--- config.mk ---
export PLATFORM = sky130hd
export DESIGN_NAME = pipelined_adder_tree
export DESIGN_NICKNAME = d
export VERILOG_FILES = /design/src/rtl/pipelined_adder_tree.sv
export SDC_FILE = /design/constraint.sdc
export NUM_CORES = 1
export LEC_CHECK = 0
export ABC_AREA = 1
export CAP_MARGIN = 20
export CORE_MARGIN = 1
export CORE_UTILIZATION = 40
export DETAILED_ROUTE_END_ITERATION = 8
export PLACE_DENSITY_LB_ADDON = 0.15
export SYNTH_ARGS = -nofsm -noshare
export SYNTH_HDL_FRONTEND = slang
export SYNTH_SLANG_ARGS = --single-unit
export TNS_END_PERCENT = 100
--- constraint.sdc ---
create_clock -name ap_clk -period 5.57 [get_ports ap_clk]
set_input_delay 0.8355 -clock ap_clk [delete_from_list [all_inputs] [get_ports ap_clk]]
set_output_delay 0.8355 -clock ap_clk [all_outputs]
set_load 0.02 [all_outputs]
--- src/rtl/pipelined_adder_tree.sv ---
// pipelined_adder_tree
//   Sums NUM_INPUTS unsigned operands of DATA_WIDTH bits through a registered binary
//   adder tree (one register level per tree level). A valid shift register travels
//   alongside the data. A result that is valid but not taken freezes the whole pipeline.
//
// Parameters
//   DATA_WIDTH  width of each operand
//   NUM_INPUTS  operand count (2, 4, 8 or 16)
//
// Ports
//   ap_clk      clock, rising edge
//   ap_rst      synchronous active-high reset
//   ap_start    operand set valid
//   ap_ready    block can accept an operand set this cycle
//   in_data     flattened operands, lane i at [i*DATA_WIDTH +: DATA_WIDTH]
//   out_ready   downstream accepts result
//   ap_done     result valid
//   result      sum of the accepted operand set (DATA_WIDTH+LEVELS bits, never wraps)
//   ap_idle     nothing in flight and nothing offered
//
// Build option
//   ADDER_TREE_INPUT_REG_EN  adds an input register stage ahead of the first adder
//                            level; latency becomes LEVELS+1 instead of LEVELS.

module pipelined_adder_tree #(
    parameter int unsigned DATA_WIDTH = 32,
    parameter int unsigned NUM_INPUTS = 4
) (
    input  logic                                      ap_clk,
    input  logic                                      ap_rst,
    input  logic                                      ap_start,
    output logic                                      ap_ready,
    input  logic [NUM_INPUTS*DATA_WIDTH-1:0]          in_data,
    input  logic                                      out_ready,
    output logic                                      ap_done,
    output logic [DATA_WIDTH+$clog2(NUM_INPUTS)-1:0]  result,
    output logic                                      ap_idle
);

    localparam int unsigned LEVELS = $clog2(NUM_INPUTS);
`ifdef ADDER_TREE_INPUT_REG_EN
    localparam int unsigned InReg = 1;
`else
    localparam int unsigned InReg = 0;
`endif
    localparam int unsigned LATENCY = LEVELS + InReg;

    logic               stall;
    logic               accept;
    logic [LATENCY-1:0] vld_q, vld_d;

    // Reset forces ready high and blocks acceptance of anything offered meanwhile.
    assign ap_done  = vld_q[LATENCY-1];
    assign stall    = ap_done & ~out_ready & ~ap_rst;
    assign ap_ready = ~stall;
    assign accept   = ap_start & ap_ready & ~ap_rst;
    assign ap_idle  = ~(|vld_q) & ~ap_start;

    // Valid bits shift only when the pipeline moves; a stall freezes bubbles too.
    always_comb begin
        vld_d = vld_q;
        if (!stall) begin
            vld_d = (vld_q << 1) | LATENCY'(accept);
        end
    end

    always_ff @(posedge ap_clk) begin
        if (ap_rst) begin
            vld_q <= '0;
        end else begin
            vld_q <= vld_d;
        end
    end

    // Level k holds NUM_INPUTS>>k lanes, each DATA_WIDTH+k bits wide so no sum wraps.
    for (genvar k = 0; k <= LEVELS; k++) begin : g_lvl
        localparam int unsigned N = NUM_INPUTS >> k;
        localparam int unsigned W = DATA_WIDTH + k;

        logic [N-1:0][W-1:0] lvl;

        if (k == 0) begin : g_src
`ifdef ADDER_TREE_INPUT_REG_EN
            always_ff @(posedge ap_clk) begin
                if (ap_rst) begin
                    lvl <= '0;
                end else if (!stall && accept) begin
                    lvl <= in_data;
                end
            end
`else
            assign lvl = in_data;
`endif
        end else begin : g_add
            // Index into vld_q of the stage feeding this level; negative means accept.
            localparam int PreIdx = int'(k) + int'(InReg) - 2;

            logic                ld;
            logic [N-1:0][W-1:0] lvl_d;

            if (PreIdx < 0) begin : g_ld_acc
                assign ld = accept;
            end else begin : g_ld_vld
                assign ld = vld_q[PreIdx];
            end

            for (genvar j = 0; j < N; j++) begin : g_lane
                assign lvl_d[j] = W'(g_lvl[k-1].lvl[2*j]) + W'(g_lvl[k-1].lvl[2*j+1]);
            end

            // Load only real data; bubbles leave the previous contents in place.
            always_ff @(posedge ap_clk) begin
                if (ap_rst) begin
                    lvl <= '0;
                end else if (!stall && ld) begin
                    lvl <= lvl_d;
                end
            end
        end
    end

    assign result = g_lvl[LEVELS].lvl;

endmodule

==> results of run 1 <==
worst paths after layout:
path	end	slack, ns
hold / removal	g_lvl[1].lvl[51]$_SDFFE_PP0P_	0.48
setup reg to reg	vld_q[0]$_SDFFE_PP0N_	3.13
hold reg to reg	g_lvl[1].lvl[51]$_SDFFE_PP0P_	0.48
setup / recovery	ap_ready	2.35
metrics by stage:
step / hold slack [ns] / power (uW) / setup slack [ns] / utilization (%)
2_1_floorplan: 0.448 / 1650 / 3.22 / -
4_1_cts: 0.481 / 2700 / 2.31 / 49.3
5_1_grt: 0.492 / 2890 / 2.27 / 49.3
3_3_place_gp: 0.466 / 2050 / 2.25 / 48.2
6_report: 0.481 / 2690 / 2.35 / 49.3
3_5_place_dp: 0.471 / 2050 / 2.22 / 48.2
synthesized netlist by cell type (all sizes together):
cell type / instances
nand2: 768
inv: 408
nor2: 207
nand3: 160
dfxtp: 102
ha: 97
a21oi: 83
o21ai: 50
xnor2: 29
clkbuf: 17
nor3: 17
xor2: 13
buf: 12
nand4: 10
o21bai: 9
and2: 5
a211oi: 3
fa: 3
a21o: 2
nand3b: 2
o211ai: 2
or2: 2
and3: 1
dlygate4sd1: 1
nor4: 1
metal layers:
layer	up-vias	global-route usage [%]
li1	6391	-
met1	5097	33.5
met2	223	38.5
met3	23	2.26
met4	0	4.75
met5	-	0
state kept, by name, indices dropped and copies added (netlist names):
signal / flops
g_lvl.lvl: 66
result: 34
vld_q: 2
logic make-up after synthesis:
| logic type | Yosys count | synth area share (%) |
|---|---|---|
| AOI/OAI and AO/OA | 149 | 7.16 |
| xor gates and xnor gates | 42 | 3.34 |
| adders and majority gates | 100 | 11.6 |
| buffers and inverters | 438 | 15.2 |
| DFF | 102 | 18.5 |
| and+or+nand+nor | 1173 | 44.2 |
layout make-up:
class                           count  share of cell area (%)
Timing Repair Buffer              172                    12.9
Clock inverter                      5                   0.366
Multi-Input combinational cell   1464                    54.9
Clock buffer                       11                    1.90
Sequential cell                   102                    15.3
Tap cell                          341                    3.20
Inverter                          408                    11.5
critical path, delay by kind of cell:
kind / cells / cell delay, ns
buffers and inverters: 3 / 1.45
AND/OR/NAND/NOR: 1 / 0.10
power breakdown:
part	leakage [uW]	internal, uW	switching [uW]
sequential	0.000845	807	57.1
clock	0.000150	337	306
combinational	0.00669	461	717
==> results.py, run 1 <==
metrics = {
    "route": {
        "via_count": 11700,
        "viasPerCell": 4.69,
        "drt-total-wl_mm": 32.1,
        "wirelength_met1_mm": 16.8,
        "post_drt_wl_per_cell_um": 12.8,
        "wl_met3_mm": 1.21,
        "drt_pass1_iterations": 5,
        "ant_nets": 0,
        "drc": 0,
        "wl_met2_mm": 13.8,
        "drt-initial-drc-count": 699,
        "top_layer": "met4",
    },
    "yosys": {
        "ys_top_cells_by_area": "nand2_1 (25%), dfxtp_1 (19%), inv_1 (14%)",
        "yosysSeqAreaShare_pct": 18.5,
        "synth_warnings": 0,
        "synth_top_area_share_pct": 25.3,
        "synth_seq_cells": 102,
        "synth_cells": 2004,
        "avgSynthCellArea_sq_um": 5.50,
        "synth_top_area_cell": "nand2_1",
        "synth_area_sq_um": 11000,
        "syn-num-nets": 2236,
        "ys_types": 37,
    },
    "critical_path": {
        "r2r_cells": 7,
        "path_cells": "clkdlybuf4s50_1 -> inv_2 -> nand3_2 -> clkdlybuf4s50_1",
        "critical_path.endpoint_type": "output port",
        "worstSetupPathType": "primary input to output port",
        "cp-start-kind": "primary input",
        "max_stage_delay_ns": 0.77,
        "crit_path_top_delay_cell": "clkdlybuf4s50_1",
        "worstSetupStartpoint": "ap_rst",
        "cp.required_ns": 4.73,
        "cp.arrival_ns": 2.39,
        "reg2reg_from": "vld_q[1]$_SDFFE_PP0N_",
        "worstPathMaxFanout": 11,
        "cpMostUsedCell": "clkdlybuf4s50_1",
    },
    "finish": {
        "seq_area_sq_um": 2040,
        "drive_gt1_share_pct": 4.02,
        "layout_common_cells": "nand2_1 (744), inv_1 (399), nor2_1 (192)",
        "multi_input_area_sq_um": 7310,
        "syn_to_final_growth_pct": 20.8,
        "antennaDiodeCount": 0,
        "fin_nets": 2389,
        "stdcell_area_sq_um": 13300,
        "fin_cells": 2503,
        "final_common_cell": "nand2_1",
        "fillCellCount": 2962,
    },
    "clock_network": {
        "cts_sinks": 102,
        "cts_tree": "done",
        "cts_max_path_buffers": 2,
        "root_buffer": "clkbuf_16",
        "cts_resized": 0,
        "clk_latency_ns": 0.37,
        "cts_inserted_buffers": 9,
        "htreeDepth": 3,
        "path_clk_slew_ns": 0.07,
        "post_cts_buffers": 0,
        "ctsHoldBuffers": 0,
    },
    "grt": {
        "grt_use_total_pct": 23.5,
        "antenna_found_initial": 1,
        "grt_pass1_wl_mm": 53.5,
        "grt_pass1_vias": 10900,
        "grt_start_max_net_pins": 71,
        "overflow": 0,
    },
    "placed_design": {
        "hpwl_mm": 27.3,
        "numPortBuffers": 168,
        "place_area_sq_um": 13000,
        "gp_congestion": 0.892,
        "dpl.cell_count": 2487,
    },
    "timing": {
        "finalSetupTns_ns": 0,
        "slew_viol_final": 0,
        "fmax_mhz": 310,
        "clock_skew_ns": 0.0118,
        "layout_min_cycle_time_ns": 3.22,
        "relSlewSlack_pct": 34.5,
        "fin_crit_sh_pct": 57.9,
        "rsz0062_at_grt": "no",
        "setup_violations": 0,
        "worst_pin_slew_ns": 0.982,
        "hold_viol_final": 0,
    },
    "floorplanning": {
        "fp.dieW_um": 168,
        "start_util_pct": 40.8,
        "die_h_um": 168,
        "ios": 169,
        "dieArea_sq_um": 28200,
        "coreArea_sq_um": 27000,
        "rows": 60,
    },
    "pwr": {
        "power_density_nw_per_um2": 202,
        "peakVddDrop_uv": 129,
        "leakage_uw": 0.00769,
    },
    "min_path": {
        "hold_depth": 2,
        "worstHoldStart": "g_lvl[1].lvl[51]$_SDFFE_PP0P_",
        "hold_class": "register to register",
    },
    "status": {
        "status": "finished, final reports clean",
    },
    "run": {
        "maxCapViolCount": 0,
    },
}
Note: power is estimated with default switching activity, not from simulation.
==> run 2: changes to the inputs <==
- clock period: 5.57 -> 2.95 ns (I/O delays scaled with it)
==> run 2 against run 1 <==
Effect of this change: design area rose by 0.18%; global-route usage rose by 0.17 points; via count rose by 0.27%; sequential share of layout area barely moved; power rose by 86%; largest cell class unchanged.
==> results.py, run 2 (synthesis results as in run 1) <==
metrics = {
    "clock_network": {
        "clk_latency_ns": 0.36,
        "cts_inserted_buffers": 9,
        "root_buffer": "clkbuf_16",
        "cts_resized": 0,
        "cts_tree": "done",
        "cts_max_path_buffers": 2,
        "ctsHoldBuffers": 0,
        "path_clk_slew_ns": 0.07,
        "htreeDepth": 3,
        "cts_sinks": 102,
        "post_cts_buffers": 0,
    },
    "route": {
        "ant_nets": 0,
        "viasPerCell": 4.69,
        "drt_pass1_iterations": 8,
        "post_drt_wl_per_cell_um": 12.8,
        "drc": 0,
        "drt-total-wl_mm": 32.1,
        "drt-initial-drc-count": 586,
        "via_count": 11800,
    },
    "timing": {
        "finalSetupTns_ns": 0,
        "rsz0062_at_grt": "no",
        "clock_skew_ns": 0.00993,
        "fmax_mhz": 443,
        "worst_pin_slew_ns": 0.757,
        "hold_viol_final": 0,
        "fin_crit_sh_pct": 76.5,
        "layout_min_cycle_time_ns": 2.26,
        "setup_violations": 0,
        "slew_viol_final": 0,
        "relSlewSlack_pct": 49.5,
    },
    "grt": {
        "grt_pass1_wl_mm": 54.1,
        "grt_pass1_vias": 11000,
        "antenna_found_initial": 0,
        "overflow": 0,
        "grt_start_max_net_pins": 71,
        "grt_use_total_pct": 23.7,
    },
    "min_path": {
        "worstHoldStart": "g_lvl[1].lvl[51]$_SDFFE_PP0P_",
        "hold_end": "g_lvl[1].lvl[51]$_SDFFE_PP0P_",
        "hold_class": "register to register",
        "hold_depth": 2,
    },
    "placed_design": {
        "numPortBuffers": 168,
        "gp_congestion": 0.923,
        "hpwl_mm": 27.3,
    },
    "pwr": {
        "power_density_nw_per_um2": 374,
        "peakVddDrop_uv": 223,
        "leakage_uw": 0.00769,
        "report.power.total_uw": 4990,
    },
    "critical_path": {
        "worstPathMaxFanout": 4,
        "critical_path.endpoint_type": "register",
        "worstSetupPathType": "primary input to register",
        "cp.required_ns": 3.21,
        "r2r_cells": 13,
        "r2r-end": "result[28]$_SDFFE_PP0P_",
        "reg2reg_slack_ns": 0.71,
        "cp.arrival_ns": 2.52,
        "cp-start-kind": "primary input",
        "reg2reg_from": "g_lvl[1].lvl[0]$_SDFFE_PP0P_",
    },
    "status": {
        "status": "finished, final reports clean",
    },
    "floorplanning": {
        "ios": 169,
        "dieArea_sq_um": 28200,
        "start_util_pct": 40.8,
        "die_h_um": 168,
        "coreArea_sq_um": 27000,
        "rows": 60,
        "fp.dieW_um": 168,
    },
    "finish": {
        "syn_to_final_growth_pct": 21.0,
        "fillCellCount": 2974,
        "fin_nets": 2394,
        "antennaDiodeCount": 0,
        "final_common_cell": "nand2_1",
        "layout_common_cells": "nand2_1 (744), inv_1 (399), nor2_1 (192)",
        "largest_reg_flops": 66,
        "regMostFlops": "g_lvl.lvl",
        "drive_gt1_share_pct": 4.15,
    },
    "run": {
        "maxCapViolCount": 0,
    },
}
-- run 2: per-layer routing --
layer / up-vias / global-route usage (%) / part of all wire, %
met1: 5054 / 33.4 / 51
met5: - / 0 / 0
met3: 26 / 1.67 / 4.0
met4: 0 / 5.82 / 1.4
li1: 6397 / - / -
met2: 289 / 39.1 / 43
-- run 2: worst max-delay path by stage --
stage                                  from                             to  cells past startpoint
6_report                         in_data[0]  g_lvl[1].lvl[24]$_SDFFE_PP0P_                     11
5_1_grt        g_lvl[1].lvl[0]$_SDFFE_PP0P_        result[28]$_SDFFE_PP0P_                     13
4_1_cts        g_lvl[1].lvl[0]$_SDFFE_PP0P_        result[28]$_SDFFE_PP0P_                     13
3_5_place_dp                     in_data[0]  g_lvl[1].lvl[24]$_SDFFE_PP0P_                     11
3_3_place_gp                     in_data[0]  g_lvl[1].lvl[30]$_SDFFE_PP0P_                     13
2_1_floorplan                   in_data[64]  g_lvl[1].lvl[49]$_SDFFE_PP0P_                     10
-- run 2: final cells by class --
class	count	area, sq um	area share [%]
multi-input cells	1464	7310	54.8
flip-flops and latches	102	2040	15.3
repair buffers	177	1760	13.2
inverters	408	1530	11.5
well taps	341	427	3.20
clock buffers	11	233	1.74
clock inverters	5	42.5	0.319
-- run 2: where the power goes --
group	internal [uW]	switching, uW	total [uW]
Combinational	875	1340	2210
Sequential	1520	111	1640
Clock	582	560	1140
-- run 2: worst max-delay path: stages --
cell	delay (ns)
clkdlybuf4s50_1	0.40
ha_1	0.25
fa_1	0.46
nand3_1	0.12
nand3_1	0.15
nand2_1	0.10
nand3_1	0.14
nand3_1	0.18
nand4_1	0.12
nand3_1	0.10
nand2_1	0.06
-- run 2: metrics by stage --
step	instances	hold slack, ns	utilization, %	area (sq um)	worst slack [ns]
2_1_floorplan	2004	0.448	-	11000	0.991
3_3_place_gp	2492	0.458	48.4	13100	0.390
3_5_place_dp	2492	0.468	48.4	13100	0.351
4_1_cts	2508	0.480	49.4	13300	0.703
5_1_grt	2508	0.504	49.4	13300	0.455
6_report	2508	0.479	49.4	13300	0.692
==> run 3: changes to the inputs <==
- clock period: 2.95 -> 2.2 ns (I/O delays scaled with it)
==> run 3 against run 2 <==
Effect of this change: combinational power is 47% higher; clock power is 40% higher; worst setup slack worse by 0.51 ns; clock skew is 0.0071 ns higher; sequential power is 34% higher; core utilization is 3.1 points higher; register-to-register slack worse by 0.52 ns; power is 41% higher; wire length is 2.3% higher.
==> results.py, run 3 (synthesis results as in run 1) <==
metrics = {
    "route": {
        "drt-total-wl_mm": 32.8,
        "via_count": 12100,
        "post_drt_wl_per_cell_um": 12.6,
        "ant_nets": 0,
        "drt_pass1_iterations": 5,
        "drc": 0,
        "viasPerCell": 4.64,
        "drt-initial-drc-count": 652,
    },
    "critical_path": {
        "cp.arrival_ns": 2.27,
        "cpMostUsedCell": "nand2_2",
        "cp.required_ns": 2.46,
        "critical_path.endpoint_type": "register",
        "path_cells": "ha_2 -> inv_1 -> fa_2 -> inv_2 -> nand2_1 -> nand2_2 -> nand3_1 -> nand2_2 -> nand2_2 -> nand2_2 -> nand2_1 -> nand3_1 -> nand3_1 -> nand2_1 -> inv_1",
        "worstSetupPathType": "register to register",
        "worstPathMaxFanout": 3,
        "crit_path_top_delay_cell": "fa_2",
        "cp-start-kind": "register",
        "max_stage_delay_ns": 0.36,
        "r2r_cells": 15,
    },
    "run": {
        "maxCapViolCount": 0,
    },
    "pwr": {
        "leakage_uw": 0.00823,
        "power_frac_comb_pct": 46.0,
        "p_seq_share_pct": 31.3,
        "peakVddDrop_uv": 414,
        "clkPwrFrac_pct": 22.7,
        "p_sw_share_pct": 39.8,
        "power_density_nw_per_um2": 496,
        "power_switching_uw": 2800,
        "p_int_uw": 4230,
    },
    "timing": {
        "setup_ws_ns": 0.187,
        "hold_viol_final": 0,
        "relSlewSlack_pct": 66.9,
        "fmax_mhz": 497,
        "slew_viol_final": 0,
        "layout_min_cycle_time_ns": 2.01,
        "rsz0062_at_grt": "no",
        "clock_skew_ns": 0.0170,
        "setup_violations": 0,
        "hold_slack_ns": 0.481,
        "fin_crit_sh_pct": 91.5,
        "worst_pin_slew_ns": 0.496,
    },
    "clock_network": {
        "cts_resized": 0,
        "cts_max_path_buffers": 2,
        "clk_latency_ns": 0.37,
        "root_buffer": "clkbuf_16",
        "htreeDepth": 3,
        "cts_inserted_buffers": 9,
        "post_cts_buffers": 0,
        "path_clk_slew_ns": 0.09,
        "cts_tree": "done",
        "ctsHoldBuffers": 0,
        "cts_sinks": 102,
    },
    "finish": {
        "fin_nets": 2501,
        "layout_common_cells": "nand2_1 (743), inv_1 (398), nor2_1 (191)",
        "regMostFlops": "g_lvl.lvl",
        "fin_cells": 2615,
        "drive_gt1_share_pct": 9.06,
        "final_common_cell": "nand2_1",
        "syn_to_final_growth_pct": 28.7,
        "largest_reg_flops": 66,
        "fillCellCount": 2923,
        "antennaDiodeCount": 0,
    },
    "floorplanning": {
        "start_util_pct": 40.8,
        "ios": 169,
        "fp.dieW_um": 168,
        "coreArea_sq_um": 27000,
        "die_h_um": 168,
        "rows": 60,
        "dieArea_sq_um": 28200,
    },
    "min_path": {
        "hold_depth": 2,
        "hold_class": "register to register",
    },
    "grt": {
        "overflow": 0,
        "grt_pass1_wl_mm": 54.2,
        "grt_pass1_vias": 11200,
        "antenna_found_initial": 0,
        "grt_start_max_net_pins": 71,
        "grt_use_total_pct": 23.8,
    },
    "placed_design": {
        "numPortBuffers": 168,
        "dp_slack_ns": -0.181,
        "dpl.cell_count": 2599,
        "hpwl_mm": 28.1,
        "gp_congestion": 0.899,
    },
    "status": {
        "status": "finished, final reports clean",
    },
}
==> run 3: cell type report <==
| class | count | area, sq um | share of cell area [%] |
|---|---|---|---|
| Tap cell | 341 | 427 | 3.01 |
| Sequential cell | 102 | 2040 | 14.4 |
| Multi-Input combinational cell | 1464 | 7320 | 51.6 |
| Inverter | 408 | 1530 | 10.8 |
| Clock buffer | 10 | 229 | 1.61 |
| Clock inverter | 6 | 57.6 | 0.406 |
| Timing Repair Buffer | 284 | 2580 | 18.2 |
==> run 3: metrics by stage <==
| stage | total power (uW) | TNS (ns) | instance area, sq um | util, % |
|---|---|---|---|---|
| 2_1_floorplan | 4180 | 0 | 11000 | - |
| 3_3_place_gp | 5430 | -2.87 | 13900 | 51.4 |
| 3_5_place_dp | 5460 | -3.88 | 13900 | 51.4 |
| 4_1_cts | 7070 | 0 | 14200 | 52.4 |
| 5_1_grt | 7590 | 0 | 14200 | 52.5 |
| 6_report | 7030 | 0 | 14200 | 52.5 |
==> run 3: layer usage <==
layer,track usage (%),routed length [um],vias up
met1,33.8,16900,5228
met3,1.88,1220,31
met4,7.10,726,0
li1,-,-,6611
met5,0,0,-
met2,38.3,14000,256
==> run 3: path summary, 6_finish.rpt <==
path	startpoint	to	slack [ns]
worst min-delay path	g_lvl[1].lvl[33]$_SDFFE_PP0P_	g_lvl[1].lvl[33]$_SDFFE_PP0P_	0.48
worst max-delay path	g_lvl[1].lvl[0]$_SDFFE_PP0P_	result[24]$_SDFFE_PP0P_	0.19
worst max register to register	g_lvl[1].lvl[0]$_SDFFE_PP0P_	result[24]$_SDFFE_PP0P_	0.19
worst min register to register	g_lvl[1].lvl[33]$_SDFFE_PP0P_	g_lvl[1].lvl[33]$_SDFFE_PP0P_	0.48
==> run 3: critical path: cells and delay by family, from the launching register on <==
| family | cells | cell delay, ns |
|---|---|---|
| flops | 1 | 0.35 |
| buf+inv | 3 | 0.16 |
| fa+ha+maj | 2 | 0.55 |
| simple gates | 10 | 0.83 |
==> run 3: power groups by stage <==
stage	clock, uW	combinational (uW)	sequential, uW
after floorplan	0	1940	2240
after global placement	0	3190	2240
after detailed placement	0	3220	2250
after CTS	1630	3240	2200
after global routing	1710	3660	2220
final	1600	3240	2200
